### config.mk
export PLATFORM = sky130hd
export DESIGN_NAME = decode_execute_unit
export DESIGN_NICKNAME = d
export VERILOG_FILES = /design/src/rtl/rv64_pkg.sv /design/src/rtl/rv_alu_core.sv /design/src/rtl/decode_execute_unit.sv
export SDC_FILE = /design/constraint.sdc
export NUM_CORES = 2
export LEC_CHECK = 0
export ABC_AREA = 1
export CAP_MARGIN = 0
export CORE_MARGIN = 1
export CORE_UTILIZATION = 28
export CTS_CLUSTER_SIZE = 30
export DETAILED_ROUTE_END_ITERATION = 10
export PLACE_DENSITY = 0.5
export SETUP_SLACK_MARGIN = 0.1
export SLEW_MARGIN = 40
export SYNTH_ARGS = -nofsm -noshare
export SYNTH_HDL_FRONTEND = slang
export SYNTH_SLANG_ARGS = --single-unit
### constraint.sdc
create_clock -name i_clk -period 14.76 [get_ports i_clk]
set_clock_uncertainty 0.15 [all_clocks]
set_input_delay 2.214 -clock i_clk [delete_from_list [all_inputs] [get_ports i_clk]]
set_output_delay 2.214 -clock i_clk [all_outputs]
set_load 0.02 [all_outputs]
### src/rtl/rv64_pkg.sv
// Shared RV64I decode vocabulary: opcodes, funct3 codes, ALU operations and immediate formats.
// gen_imm builds the sign-extended 64-bit immediate for each instruction format.
package rv64_pkg;

  localparam logic [6:0] OPC_LUI       = 7'b0110111;
  localparam logic [6:0] OPC_AUIPC     = 7'b0010111;
  localparam logic [6:0] OPC_JAL       = 7'b1101111;
  localparam logic [6:0] OPC_JALR      = 7'b1100111;
  localparam logic [6:0] OPC_BRANCH    = 7'b1100011;
  localparam logic [6:0] OPC_LOAD      = 7'b0000011;
  localparam logic [6:0] OPC_STORE     = 7'b0100011;
  localparam logic [6:0] OPC_OP_IMM    = 7'b0010011;
  localparam logic [6:0] OPC_OP        = 7'b0110011;
  localparam logic [6:0] OPC_OP_IMM_32 = 7'b0011011;
  localparam logic [6:0] OPC_OP_32     = 7'b0111011;

  localparam logic [2:0] F3_BEQ  = 3'b000;
  localparam logic [2:0] F3_BNE  = 3'b001;
  localparam logic [2:0] F3_BLT  = 3'b100;
  localparam logic [2:0] F3_BGE  = 3'b101;
  localparam logic [2:0] F3_BLTU = 3'b110;
  localparam logic [2:0] F3_BGEU = 3'b111;

  localparam logic [2:0] F3_ADD  = 3'b000;
  localparam logic [2:0] F3_SLL  = 3'b001;
  localparam logic [2:0] F3_SLT  = 3'b010;
  localparam logic [2:0] F3_SLTU = 3'b011;
  localparam logic [2:0] F3_XOR  = 3'b100;
  localparam logic [2:0] F3_SR   = 3'b101;
  localparam logic [2:0] F3_OR   = 3'b110;
  localparam logic [2:0] F3_AND  = 3'b111;

  localparam logic [6:0] F7_BASE = 7'b0000000;
  localparam logic [6:0] F7_ALT  = 7'b0100000;

  typedef enum logic [3:0] {
    ALU_ADD   = 4'h0,
    ALU_SUB   = 4'h1,
    ALU_SLL   = 4'h2,
    ALU_SLT   = 4'h3,
    ALU_SLTU  = 4'h4,
    ALU_XOR   = 4'h5,
    ALU_SRL   = 4'h6,
    ALU_SRA   = 4'h7,
    ALU_OR    = 4'h8,
    ALU_AND   = 4'h9,
    ALU_ADDW  = 4'ha,
    ALU_SUBW  = 4'hb,
    ALU_SLLW  = 4'hc,
    ALU_SRLW  = 4'hd,
    ALU_SRAW  = 4'he,
    ALU_PASSB = 4'hf
  } alu_op_e;

  typedef enum logic [2:0] {
    IMM_I = 3'd0,
    IMM_S = 3'd1,
    IMM_B = 3'd2,
    IMM_U = 3'd3,
    IMM_J = 3'd4
  } imm_type_e;

  typedef enum logic [1:0] {
    B_RS2  = 2'd0,
    B_IMM  = 2'd1,
    B_FOUR = 2'd2
  } b_sel_e;

  function automatic logic [63:0] gen_imm(input logic [31:0] instr, input imm_type_e t);
    logic [63:0] imm;
    case (t)
      IMM_I:   imm = {{52{instr[31]}}, instr[31:20]};
      IMM_S:   imm = {{52{instr[31]}}, instr[31:25], instr[11:7]};
      IMM_B:   imm = {{51{instr[31]}}, instr[31], instr[7], instr[30:25], instr[11:8], 1'b0};
      IMM_U:   imm = {{32{instr[31]}}, instr[31:12], 12'h000};
      IMM_J:   imm = {{43{instr[31]}}, instr[31], instr[19:12], instr[20], instr[30:21], 1'b0};
      default: imm = 64'h0;
    endcase
    return imm;
  endfunction

endpackage

### src/rtl/rv_alu_core.sv
// Combinational RV64I ALU; W-suffixed ops work on the low 32 bits and sign-extend bit 31.
module rv_alu_core
  import rv64_pkg::*;
#(
  parameter int DATA_WIDTH = 64
) (
  input  logic [DATA_WIDTH-1:0] i_a,
  input  logic [DATA_WIDTH-1:0] i_b,
  input  alu_op_e               i_alu_op,
  output logic [DATA_WIDTH-1:0] o_result
);

  logic [31:0] w_word;
  logic [5:0]  w_shamt;
  logic [4:0]  w_shamt_w;

  assign w_shamt   = i_b[5:0];
  assign w_shamt_w = i_b[4:0];

  always_comb begin
    w_word   = 32'h0;
    o_result = {DATA_WIDTH{1'b0}};
    case (i_alu_op)
      ALU_ADD:   o_result = i_a + i_b;
      ALU_SUB:   o_result = i_a - i_b;
      ALU_SLL:   o_result = i_a << w_shamt;
      ALU_SLT:   o_result = {{(DATA_WIDTH-1){1'b0}}, ($signed(i_a) < $signed(i_b))};
      ALU_SLTU:  o_result = {{(DATA_WIDTH-1){1'b0}}, (i_a < i_b)};
      ALU_XOR:   o_result = i_a ^ i_b;
      ALU_SRL:   o_result = i_a >> w_shamt;
      ALU_SRA:   o_result = $unsigned($signed(i_a) >>> w_shamt);
      ALU_OR:    o_result = i_a | i_b;
      ALU_AND:   o_result = i_a & i_b;
      ALU_ADDW: begin
        w_word   = i_a[31:0] + i_b[31:0];
        o_result = {{(DATA_WIDTH-32){w_word[31]}}, w_word};
      end
      ALU_SUBW: begin
        w_word   = i_a[31:0] - i_b[31:0];
        o_result = {{(DATA_WIDTH-32){w_word[31]}}, w_word};
      end
      ALU_SLLW: begin
        w_word   = i_a[31:0] << w_shamt_w;
        o_result = {{(DATA_WIDTH-32){w_word[31]}}, w_word};
      end
      ALU_SRLW: begin
        w_word   = i_a[31:0] >> w_shamt_w;
        o_result = {{(DATA_WIDTH-32){w_word[31]}}, w_word};
      end
      ALU_SRAW: begin
        w_word   = $unsigned($signed(i_a[31:0]) >>> w_shamt_w);
        o_result = {{(DATA_WIDTH-32){w_word[31]}}, w_word};
      end
      ALU_PASSB: o_result = i_b;
      default:   o_result = {DATA_WIDTH{1'b0}};
    endcase
  end

endmodule

### src/rtl/decode_execute_unit.sv
// RV64I decode/control/execute stage: decodes the fetched instruction, runs the ALU and
// branch compare, and registers every result once at the ID/EX->MEM boundary.
module decode_execute_unit
  import rv64_pkg::*;
#(
  parameter int DATA_WIDTH = 64,
  parameter int ADDR_WIDTH = 64
) (
  input  logic                  i_clk,
  input  logic                  i_reset,
  input  logic                  i_instr_valid,
  input  logic [31:0]           i_if_instr,
  input  logic [ADDR_WIDTH-1:0] i_if_address,
  output logic [4:0]            o_rs1_addr,
  output logic [4:0]            o_rs2_addr,
  input  logic [DATA_WIDTH-1:0] i_rs1_data,
  input  logic [DATA_WIDTH-1:0] i_rs2_data,
  output logic                  o_out_valid,
  output logic [4:0]            o_rd_addr,
  output logic [DATA_WIDTH-1:0] o_alu_result,
  output logic [DATA_WIDTH-1:0] o_store_data,
  output logic                  o_reg_write,
  output logic                  o_mem_read,
  output logic                  o_mem_write,
  output logic                  o_mem_to_reg,
  output logic [2:0]            o_mem_funct3,
  output logic                  o_branch_taken,
  output logic [ADDR_WIDTH-1:0] o_branch_target,
  output logic                  o_illegal
);

  logic [6:0]            w_opcode;
  logic [2:0]            w_funct3;
  logic [6:0]            w_funct7;
  logic [4:0]            w_rd;
  logic [63:0]           w_imm;
  imm_type_e             w_imm_type;
  alu_op_e               w_alu_op;
  b_sel_e                w_b_sel;
  logic                  w_a_pc;
  logic                  w_reg_write;
  logic                  w_mem_read;
  logic                  w_mem_write;
  logic                  w_mem_to_reg;
  logic                  w_is_branch;
  logic                  w_is_jal;
  logic                  w_is_jalr;
  logic                  w_illegal;
  logic                  w_cond;
  logic                  w_taken;
  logic                  w_rd_write;
  logic [DATA_WIDTH-1:0] w_op_a;
  logic [DATA_WIDTH-1:0] w_op_b;
  logic [DATA_WIDTH-1:0] w_alu_out;
  logic [ADDR_WIDTH-1:0] w_target;

  logic                  r_out_valid;
  logic [4:0]            r_rd_addr;
  logic [DATA_WIDTH-1:0] r_alu_result;
  logic [DATA_WIDTH-1:0] r_store_data;
  logic                  r_reg_write;
  logic                  r_mem_read;
  logic                  r_mem_write;
  logic                  r_mem_to_reg;
  logic [2:0]            r_mem_funct3;
  logic                  r_branch_taken;
  logic [ADDR_WIDTH-1:0] r_branch_target;
  logic                  r_illegal;

  assign w_opcode   = i_if_instr[6:0];
  assign w_rd       = i_if_instr[11:7];
  assign w_funct3   = i_if_instr[14:12];
  assign w_funct7   = i_if_instr[31:25];
  assign o_rs1_addr = i_if_instr[19:15];
  assign o_rs2_addr = i_if_instr[24:20];
  assign w_imm      = gen_imm(i_if_instr, w_imm_type);

  always_comb begin
    w_imm_type   = IMM_I;
    w_alu_op     = ALU_ADD;
    w_b_sel      = B_IMM;
    w_a_pc       = 1'b0;
    w_reg_write  = 1'b0;
    w_mem_read   = 1'b0;
    w_mem_write  = 1'b0;
    w_mem_to_reg = 1'b0;
    w_is_branch  = 1'b0;
    w_is_jal     = 1'b0;
    w_is_jalr    = 1'b0;
    w_illegal    = 1'b0;
    case (w_opcode)
      OPC_LUI: begin
        w_imm_type  = IMM_U;
        w_alu_op    = ALU_PASSB;
        w_reg_write = 1'b1;
      end
      OPC_AUIPC: begin
        w_imm_type  = IMM_U;
        w_a_pc      = 1'b1;
        w_reg_write = 1'b1;
      end
      // Link value PC+4 comes out of the ALU; the redirect address is formed separately.
      OPC_JAL: begin
        w_imm_type  = IMM_J;
        w_a_pc      = 1'b1;
        w_b_sel     = B_FOUR;
        w_reg_write = 1'b1;
        w_is_jal    = 1'b1;
      end
      OPC_JALR: begin
        w_a_pc      = 1'b1;
        w_b_sel     = B_FOUR;
        w_reg_write = 1'b1;
        w_is_jalr   = 1'b1;
        w_illegal   = (w_funct3 != 3'b000);
      end
      OPC_BRANCH: begin
        w_imm_type  = IMM_B;
        w_b_sel     = B_RS2;
        w_alu_op    = ALU_SUB;
        w_is_branch = 1'b1;
        w_illegal   = (w_funct3 == 3'b010) || (w_funct3 == 3'b011);
      end
      OPC_LOAD: begin
        w_reg_write  = 1'b1;
        w_mem_read   = 1'b1;
        w_mem_to_reg = 1'b1;
        w_illegal    = (w_funct3 == 3'b111);
      end
      OPC_STORE: begin
        w_imm_type  = IMM_S;
        w_mem_write = 1'b1;
        w_illegal   = w_funct3[2];
      end
      OPC_OP_IMM: begin
        w_reg_write = 1'b1;
        case (w_funct3)
          F3_ADD:  w_alu_op = ALU_ADD;
          F3_SLT:  w_alu_op = ALU_SLT;
          F3_SLTU: w_alu_op = ALU_SLTU;
          F3_XOR:  w_alu_op = ALU_XOR;
          F3_OR:   w_alu_op = ALU_OR;
          F3_AND:  w_alu_op = ALU_AND;
          F3_SLL: begin
            w_alu_op  = ALU_SLL;
            w_illegal = (i_if_instr[31:26] != 6'b000000);
          end
          F3_SR: begin
            w_alu_op  = i_if_instr[30] ? ALU_SRA : ALU_SRL;
            w_illegal = (i_if_instr[31:26] != 6'b000000) && (i_if_instr[31:26] != 6'b010000);
          end
          default: w_illegal = 1'b1;
        endcase
      end
      OPC_OP: begin
        w_reg_write = 1'b1;
        w_b_sel     = B_RS2;
        w_illegal   = (w_funct7 != F7_BASE) &&
                      !((w_funct7 == F7_ALT) && ((w_funct3 == F3_ADD) || (w_funct3 == F3_SR)));
        case (w_funct3)
          F3_ADD:  w_alu_op = i_if_instr[30] ? ALU_SUB : ALU_ADD;
          F3_SLL:  w_alu_op = ALU_SLL;
          F3_SLT:  w_alu_op = ALU_SLT;
          F3_SLTU: w_alu_op = ALU_SLTU;
          F3_XOR:  w_alu_op = ALU_XOR;
          F3_SR:   w_alu_op = i_if_instr[30] ? ALU_SRA : ALU_SRL;
          F3_OR:   w_alu_op = ALU_OR;
          F3_AND:  w_alu_op = ALU_AND;
          default: w_illegal = 1'b1;
        endcase
      end
      OPC_OP_IMM_32: begin
        w_reg_write = 1'b1;
        case (w_funct3)
          F3_ADD:  w_alu_op = ALU_ADDW;
          F3_SLL: begin
            w_alu_op  = ALU_SLLW;
            w_illegal = (w_funct7 != F7_BASE);
          end
          F3_SR: begin
            w_alu_op  = i_if_instr[30] ? ALU_SRAW : ALU_SRLW;
            w_illegal = (w_funct7 != F7_BASE) && (w_funct7 != F7_ALT);
          end
          default: w_illegal = 1'b1;
        endcase
      end
      OPC_OP_32: begin
        w_reg_write = 1'b1;
        w_b_sel     = B_RS2;
        case (w_funct3)
          F3_ADD: begin
            w_alu_op  = i_if_instr[30] ? ALU_SUBW : ALU_ADDW;
            w_illegal = (w_funct7 != F7_BASE) && (w_funct7 != F7_ALT);
          end
          F3_SLL: begin
            w_alu_op  = ALU_SLLW;
            w_illegal = (w_funct7 != F7_BASE);
          end
          F3_SR: begin
            w_alu_op  = i_if_instr[30] ? ALU_SRAW : ALU_SRLW;
            w_illegal = (w_funct7 != F7_BASE) && (w_funct7 != F7_ALT);
          end
          default: w_illegal = 1'b1;
        endcase
      end
      default: w_illegal = 1'b1;
    endcase
  end

  always_comb begin
    w_op_a = w_a_pc ? i_if_address : i_rs1_data;
    case (w_b_sel)
      B_RS2:   w_op_b = i_rs2_data;
      B_IMM:   w_op_b = w_imm;
      B_FOUR:  w_op_b = 64'd4;
      default: w_op_b = w_imm;
    endcase
  end

  rv_alu_core #(
    .DATA_WIDTH(DATA_WIDTH)
  ) u_alu (
    .i_a      (w_op_a),
    .i_b      (w_op_b),
    .i_alu_op (w_alu_op),
    .o_result (w_alu_out)
  );

  always_comb begin
    case (w_funct3)
      F3_BEQ:  w_cond = (i_rs1_data == i_rs2_data);
      F3_BNE:  w_cond = (i_rs1_data != i_rs2_data);
      F3_BLT:  w_cond = ($signed(i_rs1_data) < $signed(i_rs2_data));
      F3_BGE:  w_cond = ($signed(i_rs1_data) >= $signed(i_rs2_data));
      F3_BLTU: w_cond = (i_rs1_data < i_rs2_data);
      F3_BGEU: w_cond = (i_rs1_data >= i_rs2_data);
      default: w_cond = 1'b0;
    endcase
    if (w_is_jalr) begin
      w_target = (i_rs1_data + w_imm) & ~64'd1;
    end else begin
      w_target = i_if_address + w_imm;
    end
  end

  // An illegal encoding suppresses every side effect; writes to x0 are dropped.
  assign w_taken    = !w_illegal && ((w_is_branch && w_cond) || w_is_jal || w_is_jalr);
  assign w_rd_write = !w_illegal && w_reg_write && (w_rd != 5'd0);

  always_ff @(posedge i_clk) begin
    if (i_reset || !i_instr_valid) begin
      r_out_valid     <= 1'b0;
      r_rd_addr       <= 5'd0;
      r_alu_result    <= {DATA_WIDTH{1'b0}};
      r_store_data    <= {DATA_WIDTH{1'b0}};
      r_reg_write     <= 1'b0;
      r_mem_read      <= 1'b0;
      r_mem_write     <= 1'b0;
      r_mem_to_reg    <= 1'b0;
      r_mem_funct3    <= 3'd0;
      r_branch_taken  <= 1'b0;
      r_branch_target <= {ADDR_WIDTH{1'b0}};
      r_illegal       <= 1'b0;
    end else begin
      r_out_valid     <= 1'b1;
      r_rd_addr       <= w_rd;
      r_alu_result    <= w_alu_out;
      r_store_data    <= (w_mem_write && !w_illegal) ? i_rs2_data : {DATA_WIDTH{1'b0}};
      r_reg_write     <= w_rd_write;
      r_mem_read      <= w_mem_read && !w_illegal;
      r_mem_write     <= w_mem_write && !w_illegal;
      r_mem_to_reg    <= w_mem_to_reg && !w_illegal;
      r_mem_funct3    <= ((w_mem_read || w_mem_write) && !w_illegal) ? w_funct3 : 3'd0;
      r_branch_taken  <= w_taken;
      r_branch_target <= w_taken ? w_target : {ADDR_WIDTH{1'b0}};
      r_illegal       <= w_illegal;
    end
  end

  assign o_out_valid     = r_out_valid;
  assign o_rd_addr       = r_rd_addr;
  assign o_alu_result    = r_alu_result;
  assign o_store_data    = r_store_data;
  assign o_reg_write     = r_reg_write;
  assign o_mem_read      = r_mem_read;
  assign o_mem_write     = r_mem_write;
  assign o_mem_to_reg    = r_mem_to_reg;
  assign o_mem_funct3    = r_mem_funct3;
  assign o_branch_taken  = r_branch_taken;
  assign o_branch_target = r_branch_target;
  assign o_illegal       = r_illegal;

endmodule

# [After elaboration in Yosys (flattened, before gate mapping)]
# Cells that the tools add are included.
[totals] ram_bits=0 latch_bits=0 elab_cells=147 memories=0 mem_bits_ro=0 reg_bits=206 out_inout_bits=217 inputBits=227
[op_classes] bitwise=6 n_reduce_logical=39 mul=0 add_sub_neg=6 n_lt_le_gt_ge=6 div_mod_pow=0 eq_ne=43 mux=29 n_shift=6
[ops] cell="one-hot mux 64 bit (16 select lines)" n=1
[ops] cell="one-hot mux 64 bit (5 select lines)" n=1
[ops] cell="< comparator 64 bit" n=4
[ops] cell="adder 64 bit" n=3
[ops] cell=">= comparator 64 bit" n=2
[ops] cell="two-way mux 64 bit" n=2
[ops] cell="one-hot mux 64 bit (2 select lines)" n=1
[ops] cell="AND 64 bit" n=1
[ops] cell="equality test 64 bit" n=1
[ops] cell="inequality test 64 bit" n=1
[ops] cell="bitwise OR 64 bit" n=1
[ops] cell="one-hot mux 4 bit (8 select lines)" n=2
[ops] cell="left shift 64 x 6 -> 64 bit" n=1
[ops] cell="right shift 64 x 6 -> 64 bit" n=1
[ops] cell=">>> shifter 64 x 6 -> 64 bit" n=1
[ops] cell="subtractor 64 bit" n=1
[ops] cell="XOR 64 bit" n=1
[ops] cell="equality test 7 x 6 -> 1 bit, second input constant" n=5
[ops] cell="adder 32 bit" n=1
[ops] cell="equality test 4 bit, second input constant" n=8
[ops] cell="left shift 32 x 5 -> 32 bit" n=1
[ops] cell="right shift 32 x 5 -> 32 bit" n=1
[ops] cell=">>> shifter 32 x 5 -> 32 bit" n=1
[ops] cell="subtractor 32 bit" n=1
[ops] cell="36 further kinds" n=92

# [Logic depth before layout (Yosys ltp)]
[depth] depth_word=10 depth_mapped=34 ltp_nobuf=31

# [Modules after synthesis]
# A second synthesis with hierarchy kept.
[hier_totals] cells_unflattened=7928 area_unflattened_um2=43051.3
[by_module_without_submodules] mod="rv_alu_core" area_per_inst_um2=24582.3 n_inst=1 seq_area_each_um2=0.0 cells_each=5035
[by_module_without_submodules] mod="decode_execute_unit" area_per_inst_um2=18469.0 n_inst=1 seq_area_each_um2=4124.0 cells_each=2893

# [Worst setup path before layout]
# Ideal clock, no wire load.
[synth_timing] path_kind="input to register" startpoint="input port i_if_instr[1]" endpoint="register r_alu_result[62] (netlist: o_alu_result[62])" slack_ns=8.376 required_time_ns=14.501 setup_ns=0.109 cell_stages=24 arrival_ns=6.126 n_path_buf=3 path_cell_list="nand2_1 -> inv_2 -> nand3_1 -> nand2_1 -> a21oi_1 -> clkbuf_1 -> nor2_1 -> o22ai_1 -> ha_1 -> clkbuf_1 -> nor2_1 -> inv_1 -> nor3_1 -> nand2_1 -> o21ai_0 -> a21o_1 -> xor2_1 -> or2_2 -> nand2_2 -> buf_2 -> nor3_1 -> nand3_1 -> nand2_1 -> inv_1"
[synth_via] elab_chain_len=8 word_cells_on_any_way=58 cone_classes="add/sub: 4; eq/ne: 30; shift: 6; mux: 8; bitwise: 3; reduce/logical: 7"
[synth_lines] item="from (decl)" line="decode_execute_unit.sv:12" rtl="input logic [31:0] i_if_instr,"
[synth_lines] item="equality test 7 x 5 -> 1 bit / equality test 7 x 6 -> 1 bit (equally long branches)" line="decode_execute_unit.sv:91" rtl="case (w_opcode)"
[synth_lines] item="OR reduction 2 bit (no source line)"
[synth_lines] item="one-hot mux 3 bit (4 select lines)" line="decode_execute_unit.sv:91"
[synth_lines] item="equality test 3 bit, or another cell as far along" line="rv64_pkg.sv:71" rtl="case (t)"
[synth_lines] item="one-hot mux 64 bit (5 select lines)" line="rv64_pkg.sv:71"
[synth_lines] item="one-hot mux 64 bit (2 select lines)" line="decode_execute_unit.sv:212" rtl="case (w_b_sel)"
[synth_lines] item="subtractor 64 bit, or another cell as far along" line="rv_alu_core.sv:25" rtl="ALU_SUB: o_result = i_a - i_b;"
[synth_lines] item="one-hot mux 64 bit (16 select lines) (*)" line="rv_alu_core.sv:23" rtl="case (i_alu_op)"
[synth_lines] item="to (signal assigned)" line="decode_execute_unit.sv:254" rtl="r_alu_result <= {DATA_WIDTH{1'b0}};"
[synth_lines] item="to (signal assigned)" line="decode_execute_unit.sv:267" rtl="r_alu_result <= w_alu_out;"
[synth_lines] item="to (decl)" line="decode_execute_unit.sv:59" rtl="logic [DATA_WIDTH-1:0] r_alu_result;"
# Mark *: on every way between the ends. The rest lies on a longest branch, timed or not.
# A chain may end at the register's enable or synchronous reset.

# [Worst setup path in the final report]
[layout_timing] startpoint="input port i_if_instr[2]" endpoint="register r_alu_result[32] (netlist: o_alu_result[32])"
# Same word-level chain as after synthesis.

==> results_dict.tcl <==
set metrics [dict create \
    outcome "finished, final reports clean" \
    numPlacedInstances 9784 \
    clockPowerShare_pct 21.5 \
    grt_max_degree 136 \
    cts.sinks 206 \
    p_seq_share_pct 16.3 \
    crit_top_cell "nor2_1" \
    arrival_ns 9.90 \
    slowest_delay_ns 0.72 \
    syn2layout_area_growth_pct 17.8 \
    cts_buffers 29 \
    period_share_pct 64.4 \
    required_ns 15.15 \
    relSlewSlack_pct 28.6 \
    fin_crit_ns 9.50 \
    max_slew.worst_pin.slew_ns 1.06 \
    finalPower_mw 3.61 \
    cp.buffers_inverters 3 \
    antenna_found_initial 34 \
    stdcell_count 9846 \
    syn-cell-area_sq_um 41400 \
    synth_edf_count 0 \
    grt_usage_pct 42.9 \
    synth_cell_type_count 62 \
    peakVddDrop_mv 0.0937 \
    crit_chain "clkdlybuf4s50_1 -> inv_2 -> nor2_2 -> nand3_1 -> nand2_1 -> a21oi_4 -> nor2_1 -> o22ai_1 -> ha_1 -> nor2_1 -> inv_1 -> nor3_1 -> nand2_1 -> o21ai_0 -> a21o_1 -> xor2_1 -> or2_2 -> nand2_2 -> a21oi_1 -> nand3_1 -> nor2_1 -> nor2_1" \
    synth.avg_cell_area_sq_um 5.42 \
    yosysSeqAreaShare_pct 9.97 \
    post_cts_resized 0 \
    end_kind "register" \
    synth_cells 7637 \
    die_w_um 386 \
    synth_top_area_share_pct 15.1 \
    worst_slack_ns 5.26 \
    cts_buffer_depth 3 \
    root_buffer "clkbuf_16" \
    min_to "o_store_data[50]" \
    ys.flop_type "dfxtp_1" \
    grt_overflow_total 0 \
    p_comb_share_pct 62.2 \
    crit_slowest_cell "nand2_1" \
    holdPathStages 3 \
    finalNetCount 8510 \
    max-cap-violations 0 \
    yosysWarnings 0 \
    p_per_area_nw_per_um2 74.2 \
    path_clk_slew_ns 0.07 \
    cts_tree "yes" \
    synth_area_leader_cell "nand2_1" \
    drc 0 \
    routed_via_density 6.07 \
    grt_setup_unrepaired "false" \
    row_count 140 \
    post-dp-hpwl_um 281000 \
    max_freq_mhz 105 \
    switching_share_pct 56.6 \
    maxSlewViolCount 0 \
    layout-drive-gt1-share_pct 4.05 \
    io_buffers 443 \
    detail-route-antenna-nets 0 \
    tns_ns 0 \
    async_flop_share_pct 0 \
    h-tree-depth 1 \
    routed_wl_um 333000 \
    start_util_pct 28.3 \
    power.switching_mw 2.05 \
    drt_iter0_drc 10000 \
    synth_area_leaders "nand2_1, nand3_1, ha_1" \
    p_int_mw 1.57 \
    hp-class "in -> reg" \
    place.gp.congestion 1.17 \
    path_class "in -> reg" \
    hold_viol_final 0 \
    ys_seq_elements 206 \
    synth_common_cells "nand2_1, nand3_1, inv_1" \
    die_area_sq_um 149000 \
    syn_nets 8248 \
    synth.most_common_cell "nand2_1" \
    wire_per_inst_um 33.8 \
    fin_hold_ws_ns 2.01 \
    fillers 16900 \
    min_from "i_rs2_data[50]" \
    finalSetupViolations 0 \
    start_kind "primary input" \
    leakage_nw 22.9 \
    die_y_um 386 \
    post-cts-setup-buffer-count 0 \
    via_count 59800 \
    grt_pass1_wl_um 447000 \
    ios 444 \
    cts_hold_buffers 0 \
    detail_route.first_pass.iterations 7 \
    core_sq_um 146000 \
    pre_cts_slack_ns 4.90 \
    grt_pass1_vias 54100 \
    cp_top_family "simple AND/OR/NAND/NOR gates" \
    critPathMaxFanout 19 \
]
-- through the flow --
stage               utilization [%]  area [sq um]
finish                         33.3         48700
global route                   33.3         48700
CTS                            33.3         48600
detailed placement             32.6         47700
global placement               32.5         47500
floorplan                         -         41400
-- worst max path at each step --
stage	depth (start not counted)	to	slack, ns	from
detailed placement	22	o_alu_result[32]	4.90	i_if_instr[2]
floorplan	24	o_alu_result[62]	8.38	i_if_instr[1]
CTS	22	o_alu_result[32]	5.57	i_if_instr[2]
global route	23	o_alu_result[32]	5.18	i_if_instr[2]
finish	22	o_alu_result[32]	5.26	i_if_instr[2]
global placement	22	o_alu_result[32]	4.72	i_if_instr[2]
-- layer usage --
metal  track usage [%]  wire, um
met5                 0       256
met4              24.8     23000
met3              13.7     44400
met2              59.7    129000
met1              57.3    136000
-- layout make-up --
| class | instances | area, sq um | share of cell area (%) |
|---|---|---|---|
| Multi-Input combinational cell | 6099 | 32100 | 65.9 |
| Timing Repair Buffer | 552 | 5310 | 10.9 |
| Sequential cell | 206 | 4120 | 8.47 |
| Inverter | 1011 | 3800 | 7.81 |
| Tap cell | 1917 | 2400 | 4.92 |
| Clock buffer | 38 | 800 | 1.64 |
| Clock inverter | 15 | 174 | 0.357 |
| Antenna cell | 8 | 20.0 | 0.0411 |
-- layout by cell type (no fill, tap or decap), types with 23 or more instances in the layout --
cell type        count
a31oi_1             43
nor2_1             877
nand4_1             94
o21ai_2             30
ha_1               380
buf_4              104
inv_1              975
o21a_1              57
o22ai_1             48
nand3_1           1091
nor3_1              76
xor2_1              67
dfxtp_1            206
clkdlybuf4s50_1    442
a21o_1              23
nand2_1           1661
o211ai_1            50
clkbuf_16           29
o21ai_0            463
nand3b_1            23
a21oi_1            767
inv_2               27
o21ai_1             91
-- kinds of logic (layout without fill, tap and decap cells) --
group | Yosys count | after routing | synth area share, %
other cells | 0 | 8 | 0
xor+xnor | 77 | 77 | 1.63
fa+ha+maj | 384 | 384 | 11.7
compound gates | 1700 | 1700 | 22.9
buf+inv | 1332 | 1616 | 12.9
simple gates | 3938 | 3938 | 40.9
flops | 206 | 206 | 9.97
-- power by group through the flow --
stage | clock network (mW) | logic (mW) | registers, mW
final | 0.776 | 2.25 | 0.590
after detailed placement | 0 | 2.11 | 0.602
after floorplan | 0 | 1.16 | 0.615
after global routing | 0.802 | 2.32 | 0.590
after global placement | 0 | 2.12 | 0.602
after CTS | 0.789 | 2.12 | 0.589
(Power assumes the default switching activity.)
